$ cat src/rtl/itch_pkg.sv
// Shared ITCH decoder definitions: packed decoded-record layout and message-type codes.
package itch_pkg;

   localparam int ITCH_DATA_W  = 160;

   // Decoded record, LSB first: shares | new_ref | orig_ref
   localparam int SHARES_LSB   = 0;
   localparam int SHARES_W     = 32;
   localparam int NEW_REF_LSB  = 32;
   localparam int REF_W        = 64;
   localparam int ORIG_REF_LSB = 96;

   // ASCII message-type codes
   localparam logic [7:0] MSG_ADD     = 8'h41;  // "A"
   localparam logic [7:0] MSG_CANCEL  = 8'h58;  // "X"
   localparam logic [7:0] MSG_DELETE  = 8'h44;  // "D"
   localparam logic [7:0] MSG_REPLACE = 8'h55;  // "U"
   localparam logic [7:0] MSG_EXEC    = 8'h45;  // "E"

endpackage

$ cat src/rtl/decoder_output_arbiter_if.sv
// Bundle between the decoder bank, the arbiter and the order-book updater.
interface decoder_output_arbiter_if
   import itch_pkg::*;
#(
   parameter int NUM_SRC = 4,
   parameter int DATA_W  = ITCH_DATA_W,
   parameter int CNT_W   = 16
);
   localparam int SRC_W = $clog2(NUM_SRC);

   logic [NUM_SRC-1:0]        src_valid;
   logic [NUM_SRC*DATA_W-1:0] src_data;
   logic                      clear_stats;

   // Output stream: a message transfers on a rising edge where out_valid && out_ready.
   // Once out_valid is high, out_data/out_src hold until that transfer; out_valid never
   // depends combinationally on out_ready. src_valid is a one-cycle pulse with no ready.
   logic                      out_valid;
   logic                      out_ready;
   logic [DATA_W-1:0]         out_data;
   logic [SRC_W-1:0]          out_src;

   logic [NUM_SRC-1:0]        overflow;
   logic [CNT_W-1:0]          drop_count;

   modport master (
      output src_valid, src_data, clear_stats, out_ready,
      input  out_valid, out_data, out_src, overflow, drop_count
   );

   modport slave (
      input  src_valid, src_data, clear_stats, out_ready,
      output out_valid, out_data, out_src, overflow, drop_count
   );

endinterface

$ cat src/rtl/rr_arbiter.sv
// Combinational round-robin pick: first requester at or after ptr, wrapping to 0.
module rr_arbiter #(
   parameter int NUM_SRC = 4,
   localparam int SRC_W  = $clog2(NUM_SRC)
) (
   input  logic [NUM_SRC-1:0] req,
   input  logic [SRC_W-1:0]   ptr,
   output logic [NUM_SRC-1:0] gnt,
   output logic [SRC_W-1:0]   gnt_idx,
   output logic               gnt_any
);

   logic [SRC_W-1:0] cand;

   always_comb begin
      gnt     = '0;
      gnt_idx = '0;
      gnt_any = 1'b0;
      cand    = '0;
      for (int k = 0; k < NUM_SRC; k++) begin
         cand = SRC_W'((int'(ptr) + k) % NUM_SRC);
         if (!gnt_any && req[cand]) begin
            gnt_any   = 1'b1;
            gnt[cand] = 1'b1;
            gnt_idx   = cand;
         end
      end
   end

endmodule

$ cat src/rtl/decoder_output_arbiter.sv
// Merges one-cycle decoder pulses through per-source holding slots onto a registered
// valid/ready stream, round-robin between sources, with sticky drop flags and a drop counter.
module decoder_output_arbiter
   import itch_pkg::*;
#(
   parameter int NUM_SRC = 4,
   parameter int DATA_W  = ITCH_DATA_W,
   parameter int CNT_W   = 16
) (
   input logic                   clk,
   input logic                   rst_n,
   decoder_output_arbiter_if.slave bus
);

   localparam int SRC_W = $clog2(NUM_SRC);
   localparam int PC_W  = $clog2(NUM_SRC + 1);
   localparam logic [CNT_W-1:0] CNT_MAX = '1;

   logic [NUM_SRC-1:0] slot_full;
   logic [DATA_W-1:0]  slot_data [NUM_SRC];

   logic               out_valid_q;
   logic [DATA_W-1:0]  out_data_q;
   logic [SRC_W-1:0]   out_src_q;
   logic [SRC_W-1:0]   rr_ptr;
   logic [NUM_SRC-1:0] overflow_q;
   logic [CNT_W-1:0]   drop_count_q;

   logic               load_en;
   logic [NUM_SRC-1:0] gnt;
   logic [NUM_SRC-1:0] granted;
   logic [SRC_W-1:0]   gnt_idx;
   logic               gnt_any;
   logic [SRC_W-1:0]   ptr_next;
   logic [NUM_SRC-1:0] load;
   logic [NUM_SRC-1:0] drop;
   logic [PC_W-1:0]    drop_n;
   logic [CNT_W-1:0]   cnt_base;
   logic [CNT_W:0]     cnt_sum;
   logic [CNT_W-1:0]   cnt_next;

   rr_arbiter #(.NUM_SRC(NUM_SRC)) u_rr (
      .req     (slot_full),
      .ptr     (rr_ptr),
      .gnt     (gnt),
      .gnt_idx (gnt_idx),
      .gnt_any (gnt_any)
   );

   // out_ready reaches only the grant and slot enables, never the output register's inputs directly.
   assign load_en  = !out_valid_q || bus.out_ready;
   assign granted  = (load_en && gnt_any) ? gnt : '0;
   assign ptr_next = (gnt_idx == SRC_W'(NUM_SRC - 1)) ? '0 : gnt_idx + SRC_W'(1);

   // A slot being drained this cycle can accept a new pulse without loss.
   always_comb begin
      load   = '0;
      drop   = '0;
      drop_n = '0;
      for (int i = 0; i < NUM_SRC; i++) begin
         load[i] = bus.src_valid[i] && (!slot_full[i] || granted[i]);
         drop[i] = bus.src_valid[i] && slot_full[i] && !granted[i];
         drop_n  = drop_n + PC_W'(drop[i]);
      end
   end

   always_comb begin
      cnt_base = bus.clear_stats ? '0 : drop_count_q;
      cnt_sum  = {1'b0, cnt_base} + (CNT_W + 1)'(drop_n);
      cnt_next = cnt_sum[CNT_W] ? CNT_MAX : cnt_sum[CNT_W-1:0];
   end

   always_ff @(posedge clk) begin
      if (!rst_n) begin
         slot_full    <= '0;
         out_valid_q  <= 1'b0;
         out_data_q   <= '0;
         out_src_q    <= '0;
         rr_ptr       <= '0;
         overflow_q   <= '0;
         drop_count_q <= '0;
      end else begin
         slot_full <= (slot_full & ~granted) | load;
         if (load_en) begin
            out_valid_q <= gnt_any;
            if (gnt_any) begin
               out_data_q <= slot_data[gnt_idx];
               out_src_q  <= gnt_idx;
               rr_ptr     <= ptr_next;
            end
         end
         overflow_q   <= bus.clear_stats ? drop : (overflow_q | drop);
         drop_count_q <= cnt_next;
      end
   end

   // Payload needs no reset: slot_full alone qualifies it.
   always_ff @(posedge clk) begin
      for (int i = 0; i < NUM_SRC; i++) begin
         if (load[i]) slot_data[i] <= bus.src_data[i*DATA_W +: DATA_W];
      end
   end

   assign bus.out_valid  = out_valid_q;
   assign bus.out_data   = out_data_q;
   assign bus.out_src    = out_src_q;
   assign bus.overflow   = overflow_q;
   assign bus.drop_count = drop_count_q;

endmodule

$ cat src/flat_wrapper.sv
// flat-port wrapper written by rule: the top's interface ports become plain ports
module decoder_output_arbiter_flat import itch_pkg::*;
#(
   parameter int NUM_SRC = 4,
   parameter int DATA_W  = ITCH_DATA_W,
   parameter int CNT_W   = 16
)
  (clk, rst_n, bus_src_valid, bus_src_data, bus_clear_stats, bus_out_ready, bus_out_valid, bus_out_data, bus_out_src, bus_overflow, bus_drop_count);
  decoder_output_arbiter_if #(.NUM_SRC(NUM_SRC), .DATA_W(DATA_W), .CNT_W(CNT_W)) bus_i ();
  input logic clk;
  input logic rst_n;
  input wire logic [$bits(bus_i.src_valid)-1:0] bus_src_valid;
  input wire logic [$bits(bus_i.src_data)-1:0] bus_src_data;
  input wire logic [$bits(bus_i.clear_stats)-1:0] bus_clear_stats;
  input wire logic [$bits(bus_i.out_ready)-1:0] bus_out_ready;
  output wire logic [$bits(bus_i.out_valid)-1:0] bus_out_valid;
  output wire logic [$bits(bus_i.out_data)-1:0] bus_out_data;
  output wire logic [$bits(bus_i.out_src)-1:0] bus_out_src;
  output wire logic [$bits(bus_i.overflow)-1:0] bus_overflow;
  output wire logic [$bits(bus_i.drop_count)-1:0] bus_drop_count;
  assign bus_i.src_valid = bus_src_valid;
  assign bus_i.src_data = bus_src_data;
  assign bus_i.clear_stats = bus_clear_stats;
  assign bus_i.out_ready = bus_out_ready;
  assign bus_out_valid = bus_i.out_valid;
  assign bus_out_data = bus_i.out_data;
  assign bus_out_src = bus_i.out_src;
  assign bus_overflow = bus_i.overflow;
  assign bus_drop_count = bus_i.drop_count;
  decoder_output_arbiter #(.NUM_SRC(NUM_SRC), .DATA_W(DATA_W), .CNT_W(CNT_W)) u_core (.clk(clk), .rst_n(rst_n), .bus(bus_i));
endmodule
$ cat config.mk
export PLATFORM = sky130hd
export DESIGN_NAME = decoder_output_arbiter_flat
export DESIGN_NICKNAME = d
export VERILOG_FILES = /design/src/rtl/itch_pkg.sv /design/src/rtl/decoder_output_arbiter_if.sv /design/src/rtl/rr_arbiter.sv /design/src/rtl/decoder_output_arbiter.sv /design/src/flat_wrapper.sv
export SDC_FILE = /design/constraint.sdc
export NUM_CORES = 1
export LEC_CHECK = 0
export ABC_AREA = 1
export BUFFER_PORTS_ARGS = -buffer_cell sky130_fd_sc_hd__buf_4
export CORE_AREA = 4 4 321 323
export DETAILED_ROUTE_END_ITERATION = 10
export DIE_AREA = 0 0 325 327
export PLACE_DENSITY = 0.64
export SYNTH_ARGS = -nofsm -noshare
export SYNTH_HDL_FRONTEND = slang
export SYNTH_SLANG_ARGS = --single-unit
export TNS_END_PERCENT = 100
$ cat constraint.sdc
create_clock -name clk -period 13.5 [get_ports clk]
set_input_delay 0.675 -clock clk [delete_from_list [all_inputs] [get_ports clk]]
set_output_delay 0.675 -clock clk [all_outputs]
set_load 0.005 [all_outputs]
==> After elaboration in Yosys (flattened, before gate mapping) <==
Memories as Yosys holds them, arrays and structs flattened. A register that Yosys moved wholly into a read port is not among the register bits.
Cells that the tools add are included.
{ "totals": {"reg_bits": 29, "ramBits": 640, "inputBits": 648, "output_inout_bits": 183, "wordCells": 111, "memories": 1} }
{ "classes": {"add_sub_neg": 8, "magnitude_cmp": 8, "eq_ne": 1, "n_mux": 41, "n_bitwise": 7, "n_reduce_logical": 39} }
{ "mem_list": {"columns": ["name", "depth", "width", "rd", "rd_ports_with_merged_regs", "write_ports", "line", "rtl"], "rows": [
  ["u_core.slot_data", 4, 160, 1, 1, 4, "decoder_output_arbiter.sv:20", "logic [DATA_W-1:0] slot_data [NUM_SRC];"]
]} }
{ "ops": {"columns": ["operator", "count"], "rows": [
  ["$mux 16", 2],
  ["$mux 4", 6],
  ["$logic_and 1x1->1", 20],
  ["$mux 1", 20],
  ["$or 4x4->4", 5],
  ["$add 16x3->17", 1],
  ["$logic_not 1->1", 13],
  ["$lt 2x3->1 const B", 4],
  ["$mux 2", 5],
  ["$bmux 1 s2", 4],
  ["$demux 1 s2", 4],
  ["$ge 2x1->1 const B", 4],
  ["$add 3x1->3", 2],
  ["$logic_or 1x1->1", 5],
  ["$add 2x1->2 const B", 2],
  ["$add 2x2->2 const B", 2],
  ["$and 4x4->4", 1],
  ["$not 4->4", 1],
  ["$add 1x1->2", 1],
  ["$eq 2x2->1 const B", 1],
  ["$reduce_and 2->1", 1]
]} }

==> Longest topological paths before layout <==
{ "logic_depth": {"word_depth": 21, "depth_mapped": 30, "mapped_depth_nobuf": 30} }

==> Hierarchy <==
A second synthesis with hierarchy kept.
{ "unflattened": {"cells_unflattened": 2705, "area_unflattened_um2": 31639.1} }
{ "by_module_without_submodules": {"columns": ["module", "n_inst", "cells_each", "area_per_inst_um2", "seq_area_each_um2"], "rows": [
  ["decoder_output_arbiter", 1, 2631, 31198.7, 23002.1],
  ["rr_arbiter", 1, 74, 440.4, 0.0]
]} }

==> Worst setup path before layout <==
No wires, ideal clock.
{ "synth_path": {"path_kind": "register -> register", "from": "reg (tool-made name)", "to": "mem u_core.slot_data[2][0] (netlist bit) (enable)", "setup_ns": 0.732, "t_arrival_ns": 9.576, "t_required_ns": 12.768, "setup_slack_ns": 3.192, "path_stages_with_launch": 14, "n_path_buf": 1, "period_less_slack_ns": 10.308, "path_cell_list": "dfxtp_1 > inv_2 > ha_1 > inv_1 > nand3_1 > nand2_2 > inv_2 > nor2_8 > nand4_1 > nand2_1 > buf_4 > inv_1 > nand2_1 > a21oi_1"} }
{ "synth_rtl": {"columns": ["item", "line"], "rows": [
  ["end: declaration", "decoder_output_arbiter.sv:20"]
]} }

==> out/qor.yml <==
leading_cell_type_in_the_layout_fill_and_taps_excluded: "nand2_1"
cap_viol_max_count: 0
cp_data_required_time_ns: 14.07
num_vias: 25500
power.share.clock: 0.232
switching_share: 0.419
cts_setup_buffers: 0
synth_cell_types: 32
floorplan.rows: 116
place_congestion: 0.872
dominantRegCellSynth: "edfxtp_1"
critPathArrivalTime_ns: 7.05
synth_enable_flop_cells: 640
remaining_drc_errors: 0
grt_max_degree: 156
layout_worst_path_cycle_share: 0.480
period_needed_ns: 6.48
cts-root-buf: "clkbuf_16"
finalHoldViolCount: 0
yosysWarnings: 0
setup_viol: 0
synth_top_cell_by_area: "edfxtp_1"
die-area_um2: 106000
synthesis.area_per_instance_um2: 10.4
nets: 4617
syn_inst: 3179
grt_first_pass_wirelength_um: 161000
tritoncts_clock_tree: "yes"
remaining_antenna_violation_count_after_routing: 0
worstSetupPathType: "flop to flop"
post_cts_resized: 0
xor_xnor_cell_area_share_of_the_yosys_netlist: 0.00346
htree_num_levels: 3
cts_hold_repair.buffers: 0
layout-drive-gt1-share: 0.252
post-route-cell-area_um2: 43300
setup_skew_after_layout_ns: 0.0187
grt_pass1_vias: 24800
post-route-util: 0.434
firstDrtPassIters: 7
dr_iter_0_viols: 2238
fp.dieW_um: 325
io_buffers: 830
place_hpwl_um: 73300
synthTopCellsByArea: "edfxtp_1 58%, nand2_1 15%, dfxtp_1 11%, nand3_1 7.6%, inv_1 2.4%"
dominant_combinational_cell_family_by_area_after_synthesis: "simple AND/OR/NAND/NOR gates"
timing_worst_slew_pin_value_ns: 1.12
power_frac_comb: 0.439
clock_path_buffers: 3
p_per_area_nw_per_um2: 242
floorplan.initialDensity: 0.330
placedInstanceArea_um2: 40300
drv_slew: 0
achievable-frequency_mhz: 154
startpoint_type: "flop"
timing.critical_path.to_type: "flop"
status: "finished, final reports clean"
int_pwr_mw: 6.09
wl_per_cell_um: 20.8
synth.net_count: 3841
netSwitchingPower_mw: 4.39
setup_total_negative_slack_ns: 0
drt-vias-per-instance: 4.77
tritoncts_num_sinks: 829
leakagePower_nw: 19.7
i_o_pin_total: 831
muxShareOfSynthArea: 0
total_of_flip_flops_plus_latches_after_synthesis: 829
grt-ovfl-total: 0
most-common-layout-cells: "1342 x nand2_1, 860 x buf_4, 640 x edfxtp_1, 499 x nand3_1, 208 x inv_1"
syn_to_final_growth_pct: 31.5
cts.reportedPaths.clkPinSlew_ns: 0.06
holdCritPathClass: "input port to flop"
numCtsBuffers: 91
finalWirelength_um: 111000
global_route.usage.total: 0.200
worst_hold_slack_ns: 0.209
clkLatencyLatePin_ns: 0.64
synth_simple_gate_area_share: 0.237
synth-compound-area-share: 0.00699
seq_power_share: 0.329
synth_sequential_area_ratio: 0.698
antenna_found_initial: 26
timing.max_slew.rel_slack: 0.253
critical_path_peak_fanout: 70
synth_async_sr_flop_share: 0
irDropWorstVdd_v: 0.000263
dieHeight_um: 327
synth_area_um2: 32900
rsz0062_at_grt: "false"
placeableCoreArea_um2: 99900
synthDominantCellAreaShare: 0.584
yosys.area_share.adder: 0.00578
==> area by class of cell <==
cell class / instances / area, um2
inverters: 210 / 788
diodes: 25 / 62.6
repair buffers: 863 / 6510
clock inverters: 35 / 302
multi-input cells: 1960 / 8410
clock buffers: 134 / 2610
flip-flops and latches: 829 / 23000
well taps: 1298 / 1620
fillers: 9441 / 56500
==> per-stage QoR <==
stage / power [mW] / setup slack, ns / cells
3_3_place_gp: 8.04 / 7.17 / 5160
3_5_place_dp: 8.10 / 7.00 / 5160
2_1_floorplan: 6.61 / 3.19 / 3179
4_1_cts: 10.6 / 6.98 / 5329
6_report: 10.5 / 7.02 / 5354
5_1_grt: 11.2 / 6.38 / 5353
==> flip-flops by register name, summed over array words and instances, names as in the netlist, named ones only <==
| register | flops |
|---|---|
| u_core.bus.out_valid | 1 |
| u_core.bus.out_data | 160 |
| u_core.rr_ptr | 1 |
| u_core.bus.drop_count | 16 |
| u_core.bus.overflow | 4 |
| u_core.bus.out_src | 2 |
| u_core.slot_full | 4 |
| u_core.slot_data | 640 |
==> worst max-delay path: stages, from the launching register on <==
cell and delay (ns):
dfxtp_1 0.58, inv_2 0.20, ha_1 0.37, inv_1 0.11, nand3_1 0.10, nand2_2 0.10, inv_2 0.07, nor2_8 0.15
nand4_1 0.18, nand2_4 0.76, inv_1 0.33, o21ai_0 0.31, nand2_1 0.14, inv_1 0.09, ha_1 0.24, fa_1 0.41
ha_1 0.21, ha_1 0.34, nand2_1 0.07, a21oi_1 0.20, nand2_1 0.10, nor3_1 0.28, nand2_1 0.15, nor2_1 0.20
nand4_1 0.38, nand2_1 0.16, o21ai_0 0.09, inv_1 0.08
==> synth_stat cells (all sizes together) (2+ instances only) <==
cell and instances:
edfxtp 640, buf 126, xnor2 3, ha 12
o21ai 13, a21oi 25, inv 210, nor3 2
nor2 35, nand2 1348, nand3 499, nand4 4
clkbuf 54, a22oi 3, fa 2, dfxtp 189
xor2 10
==> path summary, 6_finish.rpt <==
kind | cells after the start | startpoint | slack (ns) | endpoint
min reg2reg | 2 | u_core.bus.overflow[0] | 0.48 | u_core.bus.overflow[0]
max | 27 | flop | 7.02 | u_core.bus.drop_count[15]
max reg2reg | 27 | flop | 7.02 | u_core.bus.drop_count[15]
min | 1 | bus_src_data[581] | 0.21 | u_core.slot_data[3][101]
==> power by group through the flow <==
stage          combinational, mW  clock (mW)  sequential, mW
3_3_place_gp                4.56           0            3.49
5_1_grt                     5.17        2.59            3.48
4_1_cts                     4.64        2.49            3.44
2_1_floorplan               3.05           0            3.56
6_report                    4.60        2.44            3.45
3_5_place_dp                4.61           0            3.49
==> metal layers <==
metal	vias to the layer above	wire [um]	global-route usage	share of wire
met5	-	13	0	0.00012
met2	1069	55500	0.339	0.50
li1	12100	-	-	-
met1	12200	43100	0.243	0.39
met3	205	8510	0.0462	0.076
met4	2	4120	0.0894	0.037
==> logic make-up (layout without fill, tap and decap cells) <==
kind of cell | Yosys count | after routing
and+or+nand+nor | 1890 | 1890
DFF | 829 | 829
buffers and inverters | 390 | 1242
AOI/OAI and AO/OA | 43 | 43
adders and majority gates | 14 | 14
xor gates and xnor gates | 13 | 13
other | 0 | 25
Power figures use the tool's default switching activity.
